--- src/rtl/ct_spsram_1024x128_arb.sv ---
// ct_spsram_1024x128_arb: zero-fills a 1024x128 single-port SRAM after reset,
// then round-robin arbitrates two request ports onto it.
module ct_spsram_1024x128_arb #(
    parameter int ADDR_WIDTH = 10,
    parameter int DATA_WIDTH = 128
) (
    input  logic                  forever_cpuclk,
    input  logic                  cpurst_b,
    input  logic                  p0_req_vld,
    input  logic                  p0_req_wr,
    input  logic [ADDR_WIDTH-1:0] p0_req_addr,
    input  logic [DATA_WIDTH-1:0] p0_req_wdata,
    input  logic [DATA_WIDTH-1:0] p0_req_bwe,
    output logic                  p0_req_gnt,
    input  logic                  p1_req_vld,
    input  logic                  p1_req_wr,
    input  logic [ADDR_WIDTH-1:0] p1_req_addr,
    input  logic [DATA_WIDTH-1:0] p1_req_wdata,
    input  logic [DATA_WIDTH-1:0] p1_req_bwe,
    output logic                  p1_req_gnt,
    output logic                  rd_data_vld,
    output logic                  rd_data_port,
    output logic [DATA_WIDTH-1:0] rd_data,
    output logic                  init_done,
    output logic                  sram_cen,
    output logic                  sram_gwen,
    output logic [DATA_WIDTH-1:0] sram_wen,
    output logic [ADDR_WIDTH-1:0] sram_a,
    output logic [DATA_WIDTH-1:0] sram_d,
    input  logic [DATA_WIDTH-1:0] sram_q
);
    typedef enum logic {INIT, RUN} state_t;
    state_t                state, state_nxt;
    logic [ADDR_WIDTH-1:0] cnt;
    logic                  rr_ptr;
    logic                  gnt, gnt_wr;
    always_ff @(posedge forever_cpuclk or negedge cpurst_b) begin
        if (!cpurst_b) begin
            state        <= INIT;
            cnt          <= '0;
            rr_ptr       <= 1'b0;
            rd_data_vld  <= 1'b0;
            rd_data_port <= 1'b0;
        end else begin
            state       <= state_nxt;
            if (state == INIT) cnt <= cnt + ADDR_WIDTH'(1);
            if (gnt) rr_ptr <= p0_req_gnt;
            rd_data_vld <= gnt && !gnt_wr;
            if (gnt && !gnt_wr) rd_data_port <= p1_req_gnt;
        end
    end
    assign init_done = (state == RUN);
    assign rd_data   = sram_q;
    always_comb begin
        state_nxt  = (state == INIT && cnt == '1) ? RUN : state;
        p0_req_gnt = init_done && p0_req_vld && (!p1_req_vld || !rr_ptr);
        p1_req_gnt = init_done && p1_req_vld && (!p0_req_vld || rr_ptr);
        gnt        = p0_req_gnt || p1_req_gnt;
        gnt_wr     = p1_req_gnt ? p1_req_wr : p0_req_wr;
        sram_cen   = 1'b1;
        sram_gwen  = 1'b1;
        sram_wen   = '1;
        sram_a     = '0;
        sram_d     = '0;
        // Reset gating keeps the SRAM idle even though state sits in INIT
        if (cpurst_b && state == INIT) begin
            sram_cen  = 1'b0;
            sram_gwen = 1'b0;
            sram_wen  = '0;
            sram_a    = cnt;
        end else if (gnt) begin
            sram_cen  = 1'b0;
            sram_gwen = !gnt_wr;
            sram_a    = p1_req_gnt ? p1_req_addr : p0_req_addr;
            sram_wen  = gnt_wr ? ~(p1_req_gnt ? p1_req_bwe : p0_req_bwe) : '1;
            sram_d    = gnt_wr ? (p1_req_gnt ? p1_req_wdata : p0_req_wdata) : '0;
        end
    end
endmodule
--- config.mk ---
export PLATFORM = sky130hd
export DESIGN_NAME = ct_spsram_1024x128_arb
export DESIGN_NICKNAME = d
export VERILOG_FILES = /design/src/rtl/ct_spsram_1024x128_arb.sv
export SDC_FILE = /design/constraint.sdc
export NUM_CORES = 1
export LEC_CHECK = 0
export BUFFER_PORTS_ARGS = -buffer_cell sky130_fd_sc_hd__buf_2
export CAP_MARGIN = 40
export CORE_AREA = 2 2 415 417
export CTS_CLUSTER_DIAMETER = 120
export DETAILED_ROUTE_END_ITERATION = 8
export DIE_AREA = 0 0 417 419
export GPL_TIMING_DRIVEN = 0
export PLACE_DENSITY = 0.3
export SKIP_LAST_GASP = 1
export SLEW_MARGIN = 20
export SYNTH_ARGS = -nofsm -noshare
export SYNTH_HDL_FRONTEND = slang
export SYNTH_SLANG_ARGS = --single-unit
--- constraint.sdc ---
create_clock -name forever_cpuclk -period 1.72 [get_ports forever_cpuclk]
set_input_delay 0.086 -clock forever_cpuclk [delete_from_list [all_inputs] [get_ports forever_cpuclk]]
set_output_delay 0.086 -clock forever_cpuclk [all_outputs]
set_load 0.1 [all_outputs]
==> run metrics <==
via count=10803; Top delay family on crit path=buffers and inverters; Die Span Y=419 microns; ys async rst share=100%; reg-to-reg endpoint=rd_data_vld$_DFF_PN0_; DP HPWL=75700 microns; CTS sink cnt=14; post-synth top area share=20.7%; Clock Latency Late Sink=240 ps; crit-path most repeated cell=buf_12; cells on worst reg2reg path=8; total grt overflow=0; Area Overhead vs Synth=264%; top post-synthesis cells by area=a21oi_1 21%, nand2_1 16%, mux2_4 16%; final hold viol count=0; placed cells=4121; syn_area_per_cell=6.57 sq um; pwr dens=265 nW/um^2; worst-margin pin slew=689 ps; minimum hold slack=100 ps; CP Capture Type=output pin; top-count cell post-synth=nand2_1; Distinct cells, synth=36; post-route design area=22600 sq um; Floorplan Core Area=171000 sq um; max-cap violations=0; Syn. warnings=0; crit-path max cell delay=390 ps; Critical Path Fanout Max=5; Yosys top cell by area=a21oi_1; top_reg_cell synth=dfrtp_1; synthesized area=6210 sq um; register bit total from synthesis=14; GPL Wtd Cong=0.887; final worst slack=-669 ps; Die Wd=417 microns; failing checks=setup timing; final core occ=13.2%; Mapped Cells=946; Post-DRT Antenna Nets=0; # rows=152; Critical-path top delay cell=dfrtp_1; DR WL/cell=20.5 microns; Residual DRC=0; Worst IR Drop VDD=0.000243 V; total track usage=8.95%; Rel. slew slack=53.9%; IO Pins=1067; Post-synth EDFFs=0; Crit path required time=1630 ps; Post-synth top cells=270 x nand2_1, 257 x a21oi_1, 130 x buf_4; Min-Delay Path Depth=2; first-pass GRT wire length=105000 microns; setup TNS=-144730 ps; Die ar.=175000 sq um; Worst Skew=2.11 ps; vias per inst=2.58; Min-Delay Startpoint=p0_req_wr; syn nets=1613; CTS tree=built; period utilization=139%; Critical Path AT=2300 ps; register area share after synthesis=5.64%; total CTS buffers=3; setup violators final=267; largest net degree at the start of global routing=15; CP startpoint=rr_ptr$_DFFE_PN0P_; max-slew violations=0; Root Buffer=clkbuf_16; drt pass-1 iters=4; Worst setup SP type=register; fin crit period=2390 ps; CP bufs+invs=5; First DRT Iteration DRCs=387; WL final=85700 microns; CTS max path bufs=2; RSZ-0062 raised after global routing=yes; ratio of cells with drive above 1 in the final layout=84.6%; vias in the first global route=10997; Cell Count, Final, Fillers Out=4181; initial core utilization=3.64%; setup slack, reg-to-reg=30 ps; leakage power figure=0.00940 uW; max frequency=419 MHz; hold crit path type=input pin to register; initial antenna violation count=16; outcome=complete, but fails checks; IO Port Bufs=938; CP Class=register to output pin; cell breakdown of the critical path=a21boi_1 -> a32oi_4 -> buf_12 -> buf_12 -> clkbuf_16 -> buf_16 -> a21oi_4 -> buf_12; nets=2608; Hold Crit Endpoint=rd_data_vld$_DFF_PN0_; dpl cell area=17000 sq um; H-tree Lvls=1; FF-to-FF Start=rr_ptr$_DFFE_PN0P_; CTS clock-pin slew for the worst setup and hold paths=50 ps
==> power breakdown <==
group | switching, uW | internal [uW]
Sequential | 0 | 330
Clock | 134 | 313
Combinational | 3510 | 1690
Total | 3640 | 2340
==> how the worst max path moves through the flow <==
stage                              to  cells after the start
after floorplan           sram_wen[8]                      6
after global placement     sram_d[98]                      8
after detailed placement  sram_d[118]                      9
after CTS                   sram_a[1]                      6
after global routing       sram_d[98]                      9
final                      sram_d[20]                      8
==> logic make-up (layout without fill, tap and decap cells) <==
group | after synthesis | in the layout | share of synthesized area (%)
and+or+nand+nor | 287 | 287 | 18.2
AOI/OAI and AO/OA | 276 | 276 | 22.5
buffers and inverters | 220 | 1214 | 23.2
muxes | 139 | 139 | 29.0
DFF | 14 | 14 | 5.64
xor gates and xnor gates | 9 | 9 | 1.27
adders and majority gates | 1 | 1 | 0.201
other | 0 | 8 | 0
==> registers in the layout, summed over array words and instances (netlist names) <==
| register | cells |
|---|---|
| init_done | 1 |
| rd_data_vld | 1 |
| rd_data_port | 1 |
| cnt | 10 |
| rr_ptr | 1 |
==> metrics by stage <==
| stage | power, uW | setup slack, ps |
|---|---|---|
| after floorplan | 3720 | -1250 |
| after global placement | 4940 | -2260 |
| after detailed placement | 4930 | -1620 |
| after CTS | 5530 | -749 |
| after global routing | 6190 | -741 |
| final | 5980 | -669 |
==> cells in the final DEF (no fill, tap or decap), types with 2 or more instances in the layout <==
master     count
buf_2        671
xor2_1         3
mux2_4        76
mux2i_4        7
xnor2_1        6
a21oi_4      247
mux2_2        53
a21oi_2        9
o21ai_4       10
nand2_2       12
clkbuf_8       4
nand3_1        3
inv_1          2
dfrtp_1       13
buf_12       264
nand2_1      250
buf_4        155
nand2_4        8
buf_16        23
clkbuf_16     15
diode_2        8
buf_8         27
clkbuf_1       2
mux2i_2        2
buf_6         35
clkbuf_2       3
nor2_1         3
clkbuf_4      11
==> repair_timing <==
item                                   in CTS  in global routing
pin swaps                                  15                 44
endpoints found under the hold margin      14                  0
hold buffers                                1                  0
setup endpoints to repair                 271                271
gates resized for setup                   561                709
setup buffers                              16                 18
gates cloned                                5                 12
==> layer usage <==
| layer | global-route usage, % | up-vias | wire, microns |
|---|---|---|---|
| li1 | - | 5087 | - |
| met2 | 16.0 | 539 | 43400 |
| met3 | 3.46 | 49 | 8790 |
| met1 | 10.0 | 5120 | 31400 |
| met4 | 1.49 | 8 | 1860 |
| met5 | 0.778 | - | 243 |
==> cell type report <==
| cell class | count | area [sq um] |
|---|---|---|
| antenna | 8 | 20.0 |
| buffer | 215 | 2330 |
| clock buffer | 4 | 78.8 |
| fill | 19414 | 148000 |
| inverter | 3 | 23.8 |
| multi-input combinational | 712 | 7610 |
| sequential | 14 | 354 |
| tap | 2233 | 2790 |
| timing repair buffer | 992 | 9380 |
No activity file was read; power rests on OpenSTA's default activity.
